<file path="src/rtl/controle_bloqueio_pkg.sv">
// Shared types and constants for the lock supervisor (controle_bloqueio).
// Holds the FSM state encoding, err_cnt width and escalation ceiling.
package controle_bloqueio_pkg;

  typedef enum logic [1:0] {
    IDLE   = 2'd0,
    LOCKED = 2'd1,
    OPENED = 2'd2
  } state_t;

  localparam int ERR_W     = 4;
  localparam int LEVEL_MAX = 3;

endpackage

</file>
<file path="src/rtl/contador_regressivo.sv">
// Loadable down-counter used as the lockout / open-time timer.
// Ports: clk, rst (sync, active-high), load, load_val, en -> zero flag.
module contador_regressivo #(
  parameter int TMR_W = 16
) (
  input  logic             clk,
  input  logic             rst,
  input  logic             load,
  input  logic [TMR_W-1:0] load_val,
  input  logic             en,
  output logic             zero
);

  logic [TMR_W-1:0] count;

  always_ff @(posedge clk) begin
    if (rst) begin
      count <= '0;
    end else if (load) begin
      count <= load_val;
    end else if (en && (count != '0)) begin
      count <= count - TMR_W'(1);
    end
  end

  assign zero = (count == '0);

endmodule

</file>
<file path="src/rtl/controle_bloqueio.sv">
// Supervisor for the keyA/keyB lock FSM: counts failed attempts, imposes
// a timed lockout masking enter, and pulses relock when OPEN times out.
// Ports: clk_div, rst (sync, active-high), OPEN, ERROR, sinc_enter in;
// enter_ok, lockout, relock, err_cnt[3:0] out.
// Option: define LOCKOUT_ESCALATE_EN to double the lockout per repeat.
module controle_bloqueio
  import controle_bloqueio_pkg::*;
#(
  parameter int MAX_ERR     = 3,
  parameter int LOCK_CYCLES = 100,
  parameter int OPEN_CYCLES = 50,
  parameter int TMR_W       = 16
) (
  input  logic             clk_div,
  input  logic             rst,
  input  logic             OPEN,
  input  logic             ERROR,
  input  logic             sinc_enter,
  output logic             enter_ok,
  output logic             lockout,
  output logic             relock,
  output logic [ERR_W-1:0] err_cnt
);

  state_t           state;
  logic             error_q;
  logic             open_q;
  logic             err_rise;
  logic             open_rise;
  logic             last_err;
  logic             tmr_load;
  logic [TMR_W-1:0] tmr_val;
  logic             tmr_en;
  logic             tmr_zero;
  logic [TMR_W-1:0] duration;

  assign err_rise  = ERROR & ~error_q;
  assign open_rise = OPEN & ~open_q;
  assign enter_ok  = sinc_enter & ~lockout;

  // Compare in ERR_W+1 bits so err_cnt+1 cannot wrap.
  assign last_err =
    ({1'b0, err_cnt} + (ERR_W+1)'(1)) >= (ERR_W+1)'(MAX_ERR);

`ifdef LOCKOUT_ESCALATE_EN
  logic [1:0] lock_level;
  assign duration = TMR_W'(LOCK_CYCLES) << lock_level;
`else
  assign duration = TMR_W'(LOCK_CYCLES);
`endif

  always_comb begin
    tmr_load = 1'b0;
    tmr_val  = '0;
    if (state == IDLE) begin
      if (open_rise) begin
        tmr_load = 1'b1;
        tmr_val  = TMR_W'(OPEN_CYCLES) - TMR_W'(1);
      end else if (err_rise && last_err) begin
        tmr_load = 1'b1;
        tmr_val  = duration - TMR_W'(1);
      end
    end
  end

  // LOCKED and OPENED never overlap, so one timer serves both.
  assign tmr_en = (state != IDLE);

  contador_regressivo #(
    .TMR_W(TMR_W)
  ) u_tmr (
    .clk     (clk_div),
    .rst     (rst),
    .load    (tmr_load),
    .load_val(tmr_val),
    .en      (tmr_en),
    .zero    (tmr_zero)
  );

  always_ff @(posedge clk_div) begin
    if (rst) begin
      state   <= IDLE;
      error_q <= 1'b0;
      open_q  <= 1'b0;
      lockout <= 1'b0;
      relock  <= 1'b0;
      err_cnt <= '0;
`ifdef LOCKOUT_ESCALATE_EN
      lock_level <= 2'd0;
`endif
    end else begin
      error_q <= ERROR;
      open_q  <= OPEN;
      relock  <= 1'b0;
      unique case (state)
        IDLE: begin
          if (open_rise) begin
            err_cnt <= '0;
            state   <= OPENED;
`ifdef LOCKOUT_ESCALATE_EN
            lock_level <= 2'd0;
`endif
          end else if (err_rise) begin
            if (last_err) begin
              err_cnt <= ERR_W'(MAX_ERR);
              lockout <= 1'b1;
              state   <= LOCKED;
            end else begin
              err_cnt <= err_cnt + ERR_W'(1);
            end
          end
        end
        LOCKED: begin
          if (tmr_zero) begin
            err_cnt <= '0;
            lockout <= 1'b0;
            state   <= IDLE;
`ifdef LOCKOUT_ESCALATE_EN
            if (lock_level != 2'(LEVEL_MAX))
              lock_level <= lock_level + 2'd1;
`endif
          end
        end
        OPENED: begin
          // OPEN dropping wins over a simultaneous timeout.
          if (!OPEN) begin
            state <= IDLE;
          end else if (tmr_zero) begin
            relock <= 1'b1;
            state  <= IDLE;
          end
        end
        default: begin
          lockout <= 1'b0;
          state   <= IDLE;
        end
      endcase
    end
  end

endmodule
</file>
<file path="config.mk">
export PLATFORM = sky130hd
export DESIGN_NAME = controle_bloqueio
export DESIGN_NICKNAME = d
export VERILOG_FILES = /design/src/rtl/controle_bloqueio_pkg.sv /design/src/rtl/contador_regressivo.sv /design/src/rtl/controle_bloqueio.sv
export SDC_FILE = /design/constraint.sdc
export NUM_CORES = 1
export LEC_CHECK = 0
export CORE_AREA = 2 2 63 65
export CTS_BUF_LIST = sky130_fd_sc_hd__clkbuf_8 sky130_fd_sc_hd__clkbuf_16
export CTS_CLUSTER_DIAMETER = 80
export CTS_CLUSTER_SIZE = 16
export DETAILED_ROUTE_END_ITERATION = 10
export DIE_AREA = 0 0 65 67
export HOLD_SLACK_MARGIN = 0.05
export PLACE_DENSITY = 0.6
export SLEW_MARGIN = 10
export SYNTH_ARGS = -nofsm -noshare
export SYNTH_HDL_FRONTEND = slang
export SYNTH_HIERARCHICAL = 1
export SYNTH_SLANG_ARGS = --single-unit
</file>
<file path="constraint.sdc">
create_clock -name clk_div -period 4.85 [get_ports clk_div]
set_clock_uncertainty 0.2 [all_clocks]
set_input_delay 0.485 -clock clk_div [delete_from_list [all_inputs] [get_ports clk_div]]
set_output_delay 0.485 -clock clk_div [all_outputs]
set_load 0.01 [all_outputs]
</file>
==> impl_metrics.py, run 1 <==
metrics = {
    "power": {
        "leakage_nw": 0.619,
        "ir_worst_vdd_mv": 0.133,
        "power_density_nw_per_um2": 316,
    },
    "yosys": {
        "ys_types": 50,
        "synth_cells": 167,
        "synth_ff_type": "dfxtp_1",
        "synthArstFlopShare": 0,
        "synth_area_sq_um": 1440,
        "ys_seq_area_frac": 0.363,
        "synth_seq_cells": 26,
        "synth-edff-count": 0,
        "syn_area_per_cell_sq_um": 8.59,
        "ys_warn_count": 6,
    },
    "cts": {
        "cts_max_path_buffers": 2,
        "numCtsBuffers": 3,
        "cts_max_level": 1,
        "cts_tree": "built",
        "post_cts_resized": 0,
        "numClockSinks": 26,
        "clkSlewWorstSetupHoldPaths_ns": 0.09,
        "post_cts_buffers": 0,
        "insertion_delay_ns": 0.28,
        "ctsHoldBuffers": 0,
        "cts_root_buf": "clkbuf_8",
    },
    "floorplanning": {
        "chipWidth_microns": 65,
        "initial_core_util": 0.398,
        "fp.dieH_microns": 67,
        "dieArea_sq_um": 4360,
        "ios": 12,
        "row_count": 22,
        "core_area_sq_um": 3610,
    },
    "worst_setup_path": {
        "end_kind": "register",
        "crit_type": "reg2reg",
        "critPathLaunchType": "register",
        "worstPathArrival_ns": 2.69,
        "cp.required_ns": 4.82,
        "crit_fanout": 27,
    },
    "global_route": {
        "grt.overflow.total": 0,
        "grt_pass1_vias": 1269,
        "grt_max_degree": 28,
        "groute.usage.overall": 0.159,
        "antenna_found_initial": 0,
        "grt_pass1_wl_microns": 5330,
    },
    "status": {
        "outcome": "completed",
    },
    "placed_design": {
        "io_buffers": 11,
        "dp.final_hpwl_microns": 2180,
        "postPlaceCellArea_sq_um": 1600,
        "gp_congestion": 0.782,
        "dpl.cell_count": 231,
    },
    "run": {
        "max_cap_violations": 0,
    },
    "detailed_routing": {
        "wl_microns": 2980,
        "vias": 1238,
        "dr.pass1.iters": 4,
        "drc": 0,
        "drtAntennaViolNets": 0,
        "avgViaCountPerCell": 5.27,
        "met2_length_microns": 1390,
        "top_layer_used": "met4",
        "wl_per_cell_microns": 12.7,
        "dr_wl_met3_microns": 110,
        "drtIter0Drc": 46,
        "wl_met1_microns": 1380,
    },
    "timing": {
        "tns_ns": 0,
        "fmax_ghz": 0.368,
        "rsz0062_at_grt": "no",
        "post-route-min-period_ns": 2.72,
        "min_period_over_period": 0.560,
        "setup_viol": 0,
        "slew_violations": 0,
        "hold_viol": 0,
        "maxSlewHeadroom": 0.462,
        "worst_pin_slew_ns": 0.805,
    },
    "final_layout": {
        "n_antenna_cell": 0,
        "syn_to_final_growth_pct": 15.3,
        "post-route-util": 0.459,
        "nFillCells": 380,
        "nets": 196,
        "layoutNonFillerInstCount": 235,
        "final_layout_size_suffix_gt1_frac": 0.102,
        "fin_area_sq_um": 1660,
    },
    "worst_hold_path": {
        "hold_class": "reg2reg",
    },
}
==> report_power, final <==
part	switching [mW]	leakage, nW	internal, mW
clock network	0.0695	0.0288	0.0728
registers	0.0230	0.214	0.233
logic	0.0673	0.376	0.0573
==> worst paths after layout <==
kind / start / to / cells after the start / slack, ns
setup / recovery: err_cnt[0] / u_tmr/count[8] / 7 / 2.13
hold / removal: err_cnt[3] / err_cnt[3] / 1 / 0.30
setup reg to reg: err_cnt[0] / u_tmr/count[8] / 7 / 2.13
hold reg to reg: err_cnt[3] / err_cnt[3] / 1 / 0.30
==> stage by stage <==
stage,setup WS [ns],power (mW),hold slack [ns]
3_5_place_dp,2.07,0.385,0.285
5_1_grt,1.84,0.555,0.327
3_3_place_gp,2.16,0.381,0.269
6_report,2.13,0.523,0.298
4_1_cts,2.13,0.528,0.300
2_1_floorplan,2.62,0.357,0.278
==> metal layers <==
| metal | up-vias | global-route usage |
|---|---|---|
| li1 | 632 | - |
| met1 | 577 | 0.186 |
| met2 | 20 | 0.271 |
| met3 | 9 | 0.0287 |
| met4 | 0 | 0.0904 |
| met5 | - | 0 |
==> synth_stat cells (2+ instances only) <==
library cell | instances | area [sq um]
a211oi_1 | 7 | 52.6
a21oi_1 | 6 | 30.0
a22o_1 | 2 | 17.5
a311oi_1 | 3 | 26.3
and2_1 | 3 | 18.8
clkbuf_1 | 2 | 7.51
dfxtp_1 | 26 | 521
ha_1 | 3 | 37.5
inv_1 | 6 | 22.5
nand2_1 | 12 | 45.0
nand3_1 | 4 | 20.0
nor2_1 | 23 | 86.3
nor2b_1 | 5 | 31.3
nor3_1 | 7 | 35.0
nor3b_1 | 3 | 22.5
nor4_1 | 4 | 25.0
o21ai_0 | 4 | 20.0
o21ai_2 | 3 | 26.3
o21bai_1 | 3 | 22.5
o221ai_1 | 2 | 17.5
or3_2 | 3 | 22.5
xnor2_1 | 8 | 70.1
==> registers in the layout, indices dropped and copies added (netlist names) <==
register and flops:
error_q 1, u_tmr/count 16, err_cnt 4, state 2
open_q 1, relock 1, lockout 1
==> critical path, stage by stage (launching register included) <==
cell and delay (ns):
dfxtp_1 0.44, inv_1 0.07, ha_1 0.31, o21a_1 0.20
nand2_1 0.10, a31o_2 0.26, clkinv_1 0.59, a211oi_1 0.46
==> final cells by class <==
class | count | area [sq um] | share of cell area
tap | 48 | 60.1 | 0.0363
timing repair buffer | 11 | 110 | 0.0665
inverter | 7 | 26.3 | 0.0159
multi-input combinational | 139 | 883 | 0.534
sequential | 26 | 520 | 0.314
clock buffer | 4 | 55.1 | 0.0333
==> layout by cell type (no fill, tap or decap), types with 5 or more instances in the layout <==
cell type        netlist  final
nor2b_1                5      5
clkdlybuf4s50_1        0     11
xnor2_1                8      8
a21oi_1                6      6
inv_1                  6      6
conb_1                 1     11
nand2_1               12     12
nor2_1                23     23
nor3_1                 7      7
a211oi_1               7      7
dfxtp_1               26     26
==> kinds of logic (layout without fill, tap and decap cells) <==
group | after synthesis | after routing | synth area share
adder cells (fa/ha/maj) | 3 | 3 | 0.0262
flip-flops | 26 | 26 | 0.363
multiplexers | 1 | 1 | 0.00697
other | 1 | 11 | 0.00261
XOR/XNOR | 8 | 8 | 0.0488
AND/OR/NAND/NOR | 77 | 77 | 0.296
buffers and inverters | 12 | 22 | 0.0479
AO/OA/AOI/OAI | 39 | 39 | 0.209
Note: power is estimated with default switching activity, not from simulation.
==> run 2: changes to the inputs <==
==> constraint.sdc (replaced) <==
create_clock -name clk_div -period 2.8 [get_ports clk_div]
set_clock_uncertainty 0.2 [all_clocks]
set_input_delay 0.28 -clock clk_div [delete_from_list [all_inputs] [get_ports clk_div]]
set_output_delay 0.28 -clock clk_div [all_outputs]
set_load 0.01 [all_outputs]
==> impl_metrics.py, run 2 (synthesis gave the netlist of run 1 again) <==
metrics = {
    "detailed_routing": {
        "wl_microns": 2870,
        "drtIter0Drc": 50,
        "avgViaCountPerCell": 5.22,
        "drtAntennaViolNets": 0,
        "vias": 1227,
        "drc": 0,
        "dr.pass1.iters": 4,
        "wl_per_cell_microns": 12.2,
    },
    "power": {
        "internal_power_mw": 0.602,
        "pwr-share-clk": 0.241,
        "ir_worst_vdd_mv": 0.186,
        "seqPwrFrac": 0.507,
        "comb_power_share": 0.252,
        "switchingPower_mw": 0.271,
        "power_density_nw_per_um2": 528,
        "leakage_nw": 0.615,
        "power_switching_share": 0.310,
    },
    "worst_setup_path": {
        "rr_endpoint": "u_tmr/count[0]",
        "critPathLaunchType": "register",
        "ff2ff_setup_slack_ns": 0.39,
        "worst_r2r_startpoint": "u_tmr/count[10]",
        "worstPathArrival_ns": 2.39,
        "cp.required_ns": 2.78,
        "end_kind": "register",
        "rr_worst_depth": 5,
        "crit_type": "reg2reg",
        "crit_fanout": 16,
    },
    "status": {
        "outcome": "completed",
    },
    "timing": {
        "post-route-min-period_ns": 2.41,
        "slew_violations": 0,
        "min_period_over_period": 0.860,
        "tns_ns": 0,
        "fmax_ghz": 0.415,
        "whs_ns": 0.299,
        "setup_viol": 0,
        "worst_pin_slew_ns": 0.800,
        "maxSlewHeadroom": 0.465,
        "hold_viol": 0,
        "rsz0062_at_grt": "no",
    },
    "final_layout": {
        "nFillCells": 365,
        "nets": 197,
        "final_layout_size_suffix_gt1_frac": 0.107,
        "mostFrequentLayoutCell": "dfxtp_1",
        "n_antenna_cell": 0,
        "top_regs": "u_tmr/count (16), err_cnt (4), state (2)",
        "syn_to_final_growth_pct": 15.2,
        "top_register": "u_tmr/count",
        "layout_common_cells": "26 x dfxtp_1, 23 x nor2_1, 12 x nand2_1",
        "largest_reg_flops": 16,
    },
    "global_route": {
        "grt_max_degree": 28,
        "grt_pass1_vias": 1113,
        "grt.overflow.total": 0,
        "grt_pass1_wl_microns": 4910,
        "groute.usage.overall": 0.143,
        "antenna_found_initial": 0,
    },
    "placed_design": {
        "io_buffers": 11,
        "dp.final_hpwl_microns": 1980,
        "gp_congestion": 0.809,
    },
    "worst_hold_path": {
        "min_to": "err_cnt[3]",
        "hold_class": "reg2reg",
        "min_path_cells": 1,
        "timing.hold.worst.start": "err_cnt[3]",
    },
    "cts": {
        "cts_max_path_buffers": 2,
        "cts_root_buf": "clkbuf_8",
        "numCtsBuffers": 3,
        "numClockSinks": 26,
        "cts_tree": "built",
        "cts_max_level": 1,
        "insertion_delay_ns": 0.27,
        "ctsHoldBuffers": 0,
        "clkSlewWorstSetupHoldPaths_ns": 0.09,
    },
    "floorplanning": {
        "dieArea_sq_um": 4360,
        "chipWidth_microns": 65,
        "fp.dieH_microns": 67,
        "row_count": 22,
        "core_area_sq_um": 3610,
        "ios": 12,
        "initial_core_util": 0.398,
    },
    "run": {
        "max_cap_violations": 0,
    },
}
-- run 2: cell count changes in the layout (fill, tap and decap cells not counted) --
cell,before,now
buf_4,0,1
clkbuf_8,4,3
clkinv_1,1,0
clkinvlp_4,0,1
-- run 2: routing by layer --
metal | GRT usage | part of all wire
met1 | 0.191 | 0.51
met2 | 0.228 | 0.44
met4 | 0.0532 | 0.0049
met5 | 0 | 0
met3 | 0.0287 | 0.051
-- run 2: stage by stage --
stage	instance area, sq um	total power [mW]	setup WS [ns]	util	instances
after global placement	1610	0.663	0.352	0.446	232
final	1650	0.872	0.391	0.458	235
after global routing	1650	0.926	0.193	0.458	235
after floorplan	1470	0.619	0.570	-	177
after detailed placement	1610	0.666	0.282	0.446	232
after CTS	1650	0.880	0.260	0.457	235
-- run 2: layout make-up --
type	count	area (sq um)	area share
Inverter	7	30.0	0.0182
Timing Repair Buffer	12	118	0.0712
Clock buffer	3	41.3	0.0250
Tap cell	48	60.1	0.0363
Sequential cell	26	520	0.315
Multi-Input combinational cell	139	883	0.534
-- run 2: worst max-delay path by stage --
stage / startpoint / to / cells after the start
3_3_place_gp: err_cnt[0] / u_tmr/count[8] / 7
5_1_grt: u_tmr/count[3] / u_tmr/count[0] / 5
2_1_floorplan: err_cnt[0] / u_tmr/count[6] / 10
3_5_place_dp: err_cnt[0] / u_tmr/count[12] / 7
6_report: u_tmr/count[10] / u_tmr/count[0] / 5
4_1_cts: err_cnt[0] / u_tmr/count[14] / 8
-- run 2: repair_timing --
| action | 4_1_cts | 5_1_grt |
|---|---|---|
| resized for setup | 0 | 1 |
| buffers inserted | 0 | 0 |
| setup endpoints to repair | 0 | 1 |
-- run 2: power by group through the flow --
stage                     sequential (mW)  clock (mW)  combinational [mW]
after floorplan                     0.441           0               0.178
after detailed placement            0.450           0               0.216
after global placement              0.450           0               0.213
after CTS                           0.442       0.221               0.217
after global routing                0.449       0.231               0.246
final                               0.443       0.210               0.220
-- run 2: worst max-delay path: stages, from the launching register on --
cell and delay (ns):
dfxtp_1 0.36, or4_1 0.58, and4bb_2 0.58, and2b_2 0.28, xnor2_1 0.12, a211oi_1 0.20
==> run 3: changes to the inputs <==
--- a/config.mk
+++ b/config.mk
@@ -7,7 +7,6 @@
 export LEC_CHECK = 0
 export CORE_AREA = 2 2 63 65
 export CTS_BUF_LIST = sky130_fd_sc_hd__clkbuf_8 sky130_fd_sc_hd__clkbuf_16
-export CTS_CLUSTER_DIAMETER = 80
 export CTS_CLUSTER_SIZE = 16
 export DETAILED_ROUTE_END_ITERATION = 10
 export DIE_AREA = 0 0 65 67
==> results of run 3 <==
No change in the layout: final DEF, timing and power equal those of run 2.
